==> src/rtl/logging_bram_arbiter.sv <==
// Arbitrates a logger write port and a Wishbone read window onto one blockram master.
// Writes append at wr_ptr as a ring buffer, or drop once full; every bram access is bounded by a timeout.
module logging_bram_arbiter #(
    parameter int DEPTH        = 2048,
    parameter bit STOP_ON_FULL = 1'b0,
    parameter int TIMEOUT      = 255
) (
    input  logic        wb_clk_i,
    input  logic        wb_rst_n_i,
    input  logic        log_en_i,
    input  logic        clr_i,
    input  logic        log_req_i,
    input  logic [15:0] log_dat_i,
    output logic        log_ack_o,
    input  logic        rd_wb_cyc_i,
    input  logic        rd_wb_stb_i,
    input  logic [11:0] rd_wb_adr_i,
    output logic [15:0] rd_wb_dat_o,
    output logic        rd_wb_ack_o,
    output logic        bram_wb_cyc_o,
    output logic        bram_wb_stb_o,
    output logic        bram_wb_we_o,
    output logic [11:0] bram_wb_adr_o,
    output logic [15:0] bram_wb_dat_o,
    input  logic [15:0] bram_wb_dat_i,
    input  logic        bram_wb_ack_i,
    output logic [11:0] wr_ptr_o,
    output logic [12:0] count_o,
    output logic [15:0] drop_cnt_o,
    output logic        wrapped_o,
    output logic        err_o
);

    localparam logic [11:0] PTR_LAST = 12'(DEPTH - 1);
    localparam logic [12:0] CNT_FULL = 13'(DEPTH);
    localparam logic [7:0]  TMO_LAST = 8'(TIMEOUT - 1);

    typedef enum logic [1:0] {IDLE, WR, RD} state_t;

    typedef struct packed {
        logic        cyc;
        logic        stb;
        logic        we;
        logic [11:0] adr;
        logic [15:0] dat;
    } bram_req_t;

    state_t    state_q, state_d;
    bram_req_t bram_q, bram_d;
    logic        log_ack_q, log_ack_d;
    logic        rd_ack_q, rd_ack_d;
    logic [15:0] rd_dat_q, rd_dat_d;
    logic [11:0] wr_ptr_q, wr_ptr_d;
    logic [12:0] count_q, count_d;
    logic [15:0] drop_q, drop_d;
    logic        wrapped_q, wrapped_d;
    logic        err_q, err_d;
    logic        last_wr_q, last_wr_d;
    logic [7:0]  tmo_q, tmo_d;
    logic        clr_seen_q, clr_seen_d;

    logic wr_pend, rd_pend, full, tmo_hit;

    // A requester whose ack is still high is presenting the request just served.
    assign wr_pend = log_req_i && log_en_i && !log_ack_q;
    assign rd_pend = rd_wb_cyc_i && rd_wb_stb_i && !rd_ack_q;
    assign full    = STOP_ON_FULL && (count_q == CNT_FULL);
    assign tmo_hit = (tmo_q == TMO_LAST);

    always_comb begin
        state_d    = state_q;
        bram_d     = bram_q;
        log_ack_d  = 1'b0;
        rd_ack_d   = 1'b0;
        rd_dat_d   = rd_dat_q;
        wr_ptr_d   = wr_ptr_q;
        count_d    = count_q;
        drop_d     = drop_q;
        wrapped_d  = wrapped_q;
        err_d      = err_q;
        last_wr_d  = last_wr_q;
        tmo_d      = tmo_q;
        clr_seen_d = clr_seen_q;

        case (state_q)
            IDLE: begin
                tmo_d      = 8'd0;
                clr_seen_d = clr_i;
                if (wr_pend && (!rd_pend || !last_wr_q)) begin
                    last_wr_d = 1'b1;
                    if (full) begin
                        log_ack_d = 1'b1;
                        drop_d    = (drop_q == 16'hFFFF) ? drop_q : drop_q + 16'd1;
                    end else begin
                        state_d = WR;
                        bram_d  = '{cyc: 1'b1, stb: 1'b1, we: 1'b1, adr: wr_ptr_q, dat: log_dat_i};
                    end
                end else if (rd_pend) begin
                    last_wr_d = 1'b0;
                    state_d   = RD;
                    bram_d    = '{cyc: 1'b1, stb: 1'b1, we: 1'b0, adr: rd_wb_adr_i, dat: 16'h0};
                end
            end
            WR: begin
                if (clr_i) clr_seen_d = 1'b1;
                if (bram_wb_ack_i || tmo_hit) begin
                    state_d    = IDLE;
                    bram_d.cyc = 1'b0;
                    bram_d.stb = 1'b0;
                    bram_d.we  = 1'b0;
                    log_ack_d  = 1'b1;
                end
                if (bram_wb_ack_i) begin
                    // A clear seen during the access leaves the pointer at zero.
                    if (!clr_seen_q) begin
                        wr_ptr_d  = (wr_ptr_q == PTR_LAST) ? 12'd0 : wr_ptr_q + 12'd1;
                        wrapped_d = wrapped_q || (wr_ptr_q == PTR_LAST);
                        count_d   = (count_q == CNT_FULL) ? count_q : count_q + 13'd1;
                    end
                end else if (tmo_hit) begin
                    err_d  = 1'b1;
                    drop_d = (drop_q == 16'hFFFF) ? drop_q : drop_q + 16'd1;
                end else begin
                    tmo_d = tmo_q + 8'd1;
                end
            end
            RD: begin
                if (bram_wb_ack_i || tmo_hit) begin
                    state_d    = IDLE;
                    bram_d.cyc = 1'b0;
                    bram_d.stb = 1'b0;
                    rd_ack_d   = 1'b1;
                end
                if (bram_wb_ack_i) begin
                    rd_dat_d = bram_wb_dat_i;
                end else if (tmo_hit) begin
                    rd_dat_d = 16'hDEAD;
                    err_d    = 1'b1;
                end else begin
                    tmo_d = tmo_q + 8'd1;
                end
            end
            default: state_d = IDLE;
        endcase

        if (clr_i) begin
            wr_ptr_d  = 12'd0;
            count_d   = 13'd0;
            wrapped_d = 1'b0;
            err_d     = 1'b0;
            drop_d    = 16'd0;
        end
    end

    always_ff @(posedge wb_clk_i or negedge wb_rst_n_i) begin
        if (!wb_rst_n_i) begin
            state_q    <= IDLE;
            bram_q     <= '0;
            log_ack_q  <= 1'b0;
            rd_ack_q   <= 1'b0;
            rd_dat_q   <= 16'd0;
            wr_ptr_q   <= 12'd0;
            count_q    <= 13'd0;
            drop_q     <= 16'd0;
            wrapped_q  <= 1'b0;
            err_q      <= 1'b0;
            last_wr_q  <= 1'b0;
            tmo_q      <= 8'd0;
            clr_seen_q <= 1'b0;
        end else begin
            state_q    <= state_d;
            bram_q     <= bram_d;
            log_ack_q  <= log_ack_d;
            rd_ack_q   <= rd_ack_d;
            rd_dat_q   <= rd_dat_d;
            wr_ptr_q   <= wr_ptr_d;
            count_q    <= count_d;
            drop_q     <= drop_d;
            wrapped_q  <= wrapped_d;
            err_q      <= err_d;
            last_wr_q  <= last_wr_d;
            tmo_q      <= tmo_d;
            clr_seen_q <= clr_seen_d;
        end
    end

    assign bram_wb_cyc_o = bram_q.cyc;
    assign bram_wb_stb_o = bram_q.stb;
    assign bram_wb_we_o  = bram_q.we;
    assign bram_wb_adr_o = bram_q.adr;
    assign bram_wb_dat_o = bram_q.dat;
    assign log_ack_o     = log_ack_q;
    assign rd_wb_ack_o   = rd_ack_q;
    assign rd_wb_dat_o   = rd_dat_q;
    assign wr_ptr_o      = wr_ptr_q;
    assign count_o       = count_q;
    assign drop_cnt_o    = drop_q;
    assign wrapped_o     = wrapped_q;
    assign err_o         = err_q;

endmodule

==> config.mk <==
export PLATFORM = sky130hd
export DESIGN_NAME = logging_bram_arbiter
export DESIGN_NICKNAME = d
export VERILOG_FILES = /design/src/rtl/logging_bram_arbiter.sv
export SDC_FILE = /design/constraint.sdc
export NUM_CORES = 1
export LEC_CHECK = 0
export CELL_PAD_IN_SITES_DETAIL_PLACEMENT = 1
export CELL_PAD_IN_SITES_GLOBAL_PLACEMENT = 1
export CORE_ASPECT_RATIO = 0.9
export CORE_MARGIN = 4
export CORE_UTILIZATION = 40
export CTS_BUF_LIST = sky130_fd_sc_hd__clkbuf_2
export CTS_CLUSTER_DIAMETER = 60
export DETAILED_ROUTE_END_ITERATION = 8
export PLACE_DENSITY = 0.95
export SYNTH_ARGS = -nofsm -noshare
export SYNTH_HDL_FRONTEND = slang
export SYNTH_SLANG_ARGS = --single-unit
==> constraint.sdc <==
create_clock -name wb_clk_i -period 5.5 [get_ports wb_clk_i]
set_input_delay 1.1 -clock wb_clk_i [delete_from_list [all_inputs] [get_ports wb_clk_i]]
set_output_delay 1.1 -clock wb_clk_i [all_outputs]
set_load 0.02 [all_outputs]
* Yosys cells after proc, flatten, opt, wreduce, memory -nomap -nowiden *
Index checks and enable logic that the tools add are counted.

storage, ports and cells
  bits in registers = 104
  bits of input ports = 52
  logic and storage cells = 116

operators by class
  add/subtract/negate cells = 4
  equality and inequality tests = 17
  mux-type cells = 44
  reduce and logical (&&, ||, !) cells = 34

operator list
  cell                                                               number
  16-bit 2-to-1 mux                                                  7
  13-bit 2-to-1 mux                                                  5
  31-bit 2-to-1 mux                                                  2
  12-bit 2-to-1 mux                                                  5
  2-bit != test, second input constant                               9
  16-bit by 1-bit adder with 16-bit output, second input constant    1
  16-bit == test, second input constant                              1
  8-bit 2-to-1 mux                                                   2
  8-bit one-hot mux with 2 select lines                              1
  2-bit nonzero test                                                 8
  1-bit 2-to-1 mux                                                   14
  13-bit by 1-bit adder with 13-bit output, second input constant    1
  13-bit by 12-bit == test with 1-bit output, second input constant  1
  12-bit by 1-bit adder with 12-bit output, second input constant    1
  12-bit by 11-bit == test with 1-bit output, second input constant  1
  3-bit AND reduction                                                4
  4-bit AND reduction                                                3
  8-bit by 1-bit adder with 8-bit output, second input constant      1
  8-bit == test, second input constant                               1
  2-bit AND reduction                                                4
  2-bit 2-to-1 mux                                                   3
  2-bit one-hot mux with 3 select lines                              1
  1-bit logical AND                                                  5
  1-bit logical NOT                                                  4
  other kinds (11)                                                   14

* Depth between registers and ports, before layout *
  depth after elaboration = 7
  depth in mapped cells = 9

* Worst setup path before layout *
OpenSTA, ideal clock, no wires.

  path type = input -> register
  from = input port bram_wb_ack_i
  to = register drop_q[1], in the netlist drop_cnt_o[1]
  setup time = 132 ps
  arrival time = 2217 ps
  required time = 5368 ps
  path slack = 3151 ps
  cell stages on the path = 5
  buffers on the path = 1
  path through = buf_2 > or4_1 > a31oi_2 > mux2i_1 > nor2_1

between the ends
  word-level cells in the longest chain between the ends = 2

RTL lines
  what                           RTL line  RTL
  from (decl)                    26        input logic bram_wb_ack_i,
  2-bit != test (no line)        --
  4-bit AND reduction (no line)  --
  to (signal assigned)           178       drop_q <= drop_d;
  to (decl)                      55        logic [15:0] drop_q, drop_d;

No other way between the ends.
A chain may end at the register's enable or synchronous reset.

* Worst setup path after layout *
  from = register wr_ptr_q[2], in the netlist wr_ptr_o[2]
  to = output port wr_ptr_o[2]

RTL lines
  what                    RTL line  RTL
  from (decl)             53        logic [11:0] wr_ptr_q, wr_ptr_d;
  from (signal assigned)  176       wr_ptr_q <= wr_ptr_d;
  to (decl)               27        output logic [11:0] wr_ptr_o,

No word-level cell between the ends.

==> flow_summary.ini <==
[setup_path]
setup.worst_path.start_class = flip-flop
crit_required_ps = 4400
critPathBufInv = 1
arrival_ps = 1850
ff2ff_path_depth = 7
crit_chain = clkdlybuf4s50_1
worstSetupPathType = flip-flop to primary output
endpoint_kind = primary output
cp_slowest_cell = clkdlybuf4s50_1
r2r_start = state_q[1]
crit_family = buffers and inverters
r2r_end = drop_cnt_o[14]
cp.depth = 1
r2r_slack_ps = 2720
cp_max_fo = 7
critPathMaxStageDelay_ps = 680

[logic_synthesis]
syn_nets = 519
async_flop_share = 1.000
syn_inst = 457
synth_edf_count = 0
ys_warn_count = 0
synthXorXnorAreaFrac = 0.05250
synth_ff_type = dfrtp_1
synth_compound_area_frac = 0.1433
synthesis.area_mm2 = 0.004838
ys_ff_latch = 103
synth-simple-area-share = 0.1758
avgSynthCellArea_um2 = 10.59
ys_seq_area_frac = 0.5327
synthAdderAreaFrac = 0.02586
synth_top_family_by_area = simple AND/OR/NAND/NOR gates
synth_mux_area_frac = 0.03776
yosysUniqueCellTypes = 56

[sta]
min_period_ps = 2950
clock-skew-final_ps = 39.93
finalCritPeriodShare = 0.5364
hold_viol = 0
rsz0062_at_grt = false
maxSlewHeadroom = 0.2335
slew_viol_final = 0
tns_ps = 0
setup_violations = 0
max_freq_ghz = 0.3389
tightestPinTransition_ps = 1140

[final_layout]
register_area_mm2 = 0.002577
syn2layout_area_growth_pct = 34.94
multi_input_area_mm2 = 0.002110
layout-drive-gt1-share = 0.05193
num_antenna_cells = 0
n_fill_cell = 1284
nets = 654
fin_util = 0.5619

[detailed_routing]
vias_per_cell = 5.509
vias = 4148
drcViolationCount = 0
routed_wl_um = 14250
wl_per_cell_um = 18.93
drt-initial-drc-count = 191
ant_nets = 0
drt_pass1_iterations = 4

[place]
io_buffers = 143
place.gp.congestion = 0.8487
dp_hpwl_um = 10570

[power_and_ir_drop]
p_leak_uw = 0.002830
power_density_mw_per_mm2 = 375.4
irDropWorstVdd_uv = 263.3
p_total_uw = 2451

[clock_tree]
clk_latency_ps = 600
htreeDepth = 3
holdBufCountCts = 0
cts_root_buf = clkbuf_2
ctsResizeCount = 0
path_clk_slew_ps = 280
cts_buffer_depth = 2
cts_setup_buffers = 0
cts_tree = built
cts_buffers = 9
clkSinkCount = 103

[global_routing]
grt_pass1_wl_um = 23120
use_met2 = 0.3467
antenna_found_initial = 0
gr-max-usage-layer = met2
grt_pass1_vias = 4521
grtUsageMet3 = 0.06902
grt-ovfl-total = 0
grt_usage = 0.2082
grt_max_degree = 55
met1_usage = 0.2554

[die]
pin_count = 144
core-area_mm2 = 0.01162
start_util = 0.4164
die-area_mm2 = 0.01392
chipHeight_um = 112.3
rows = 37
die_w_um = 123.9

[status]
status = completed

[hold_path]
worstHoldPathType = input port to asynchronous set/reset pin

[flow_run]
drv_cap = 0
==> stage by stage <==
| stage | instances | setup WS [ps] | hold WS, ps | cell area, um2 |
|---|---|---|---|---|
| CTS | 753 | 2491 | 495.7 | 6529 |
| detailed placement | 737 | 1957 | 478.6 | 6386 |
| floorplan | 457 | 3151 | 449.6 | 4838 |
| finish | 753 | 2550 | 513.1 | 6529 |
| global route | 753 | 2441 | 498.3 | 6529 |
| global placement | 737 | 2087 | 459.3 | 6386 |
==> synth_stat cells, types with 2 or more instances <==
cell	number	area (um2)
or3_1	3	18.77
nand2_1	35	131.4
nor4b_1	2	17.52
a21oi_1	22	110.1
nand4_1	14	87.58
mux2i_1	16	160.2
inv_1	13	48.80
o21ai_0	24	120.1
nand3b_1	2	15.01
a22o_1	26	227.7
and3_1	9	56.30
buf_4	2	15.01
xor2_1	19	166.4
or4_1	2	15.01
nand4b_1	2	17.52
and3b_1	2	17.52
clkbuf_1	14	52.55
a21o_1	2	15.01
a31oi_1	4	25.02
mux2_2	2	22.52
nor2_1	42	157.7
xnor2_1	10	87.58
a211oi_1	2	15.01
o22a_1	11	96.34
a22oi_1	2	15.01
ha_1	10	125.1
nor3_1	9	45.04
dfrtp_1	103	2577
buf_2	4	20.02
o31ai_1	2	15.01
nand3_1	22	110.1
==> area by class of cell <==
cell class                 count  share of cell area
sequential                   103              0.3948
tap                          156             0.02990
clock buffer                   9            0.006899
timing repair buffer         146              0.2223
clock inverter                 7             0.01495
inverter                      14            0.008049
multi-input combinational    318              0.3231
==> cell usage in the layout, fill, tap and decap left out, types with 16 or more instances in the layout <==
master	n
xor2_1	19
mux2i_1	16
o21ai_0	24
dfrtp_1	103
nand2_1	35
nor2_1	42
a21oi_1	22
nand3_1	22
a22o_1	26
clkdlybuf4s50_1	142
==> layer usage <==
layer | vias up | wire length [um] | part of all wire
met4 | 0 | 276 | 0.019
met5 | - | 0 | 0
met3 | 26 | 1167 | 0.082
met2 | 131 | 6868 | 0.48
met1 | 2072 | 5941 | 0.42
li1 | 1919 | - | -
==> report_power, final <==
group / switching (uW) / total (uW) / internal [uW]
combinational: 528 / 998 / 469
sequential: 115 / 1040 / 925
clock: 262 / 413 / 151
total: 906 / 2450 / 1550
==> state kept, by name (all words and copies together) (netlist names) <==
register	flops
bram_wb_adr_o	12
bram_wb_cyc_o	1
drop_cnt_o	16
bram_wb_dat_o	16
log_ack_o	1
count_o	13
err_o	1
tmo_q	8
bram_wb_we_o	1
clr_seen_q	1
wrapped_o	1
state_q	2
wr_ptr_o	12
rd_wb_dat_o	16
rd_wb_ack_o	1
last_wr_q	1
==> worst max path at each step <==
stage | startpoint | end | slack, ps
after floorplan | bram_wb_ack_i | drop_cnt_o[1] | 3150
after global placement | bram_wb_ack_i | drop_cnt_o[14] | 2090
after detailed placement | bram_wb_ack_i | drop_cnt_o[14] | 1960
after CTS | wr_ptr_o[2] | wr_ptr_o[2] | 2490
after global routing | wr_ptr_o[2] | wr_ptr_o[2] | 2440
final | wr_ptr_o[2] | wr_ptr_o[2] | 2550
==> cells by family (layout without fill, tap and decap cells) <==
logic type,Yosys count,count (layout)
simple gates,160,160
flops,103,103
compound gates,101,101
buf+inv,36,176
xor+xnor,29,29
mux,18,18
fa+ha+maj,10,10
No activity file was read; power rests on OpenSTA's default activity.
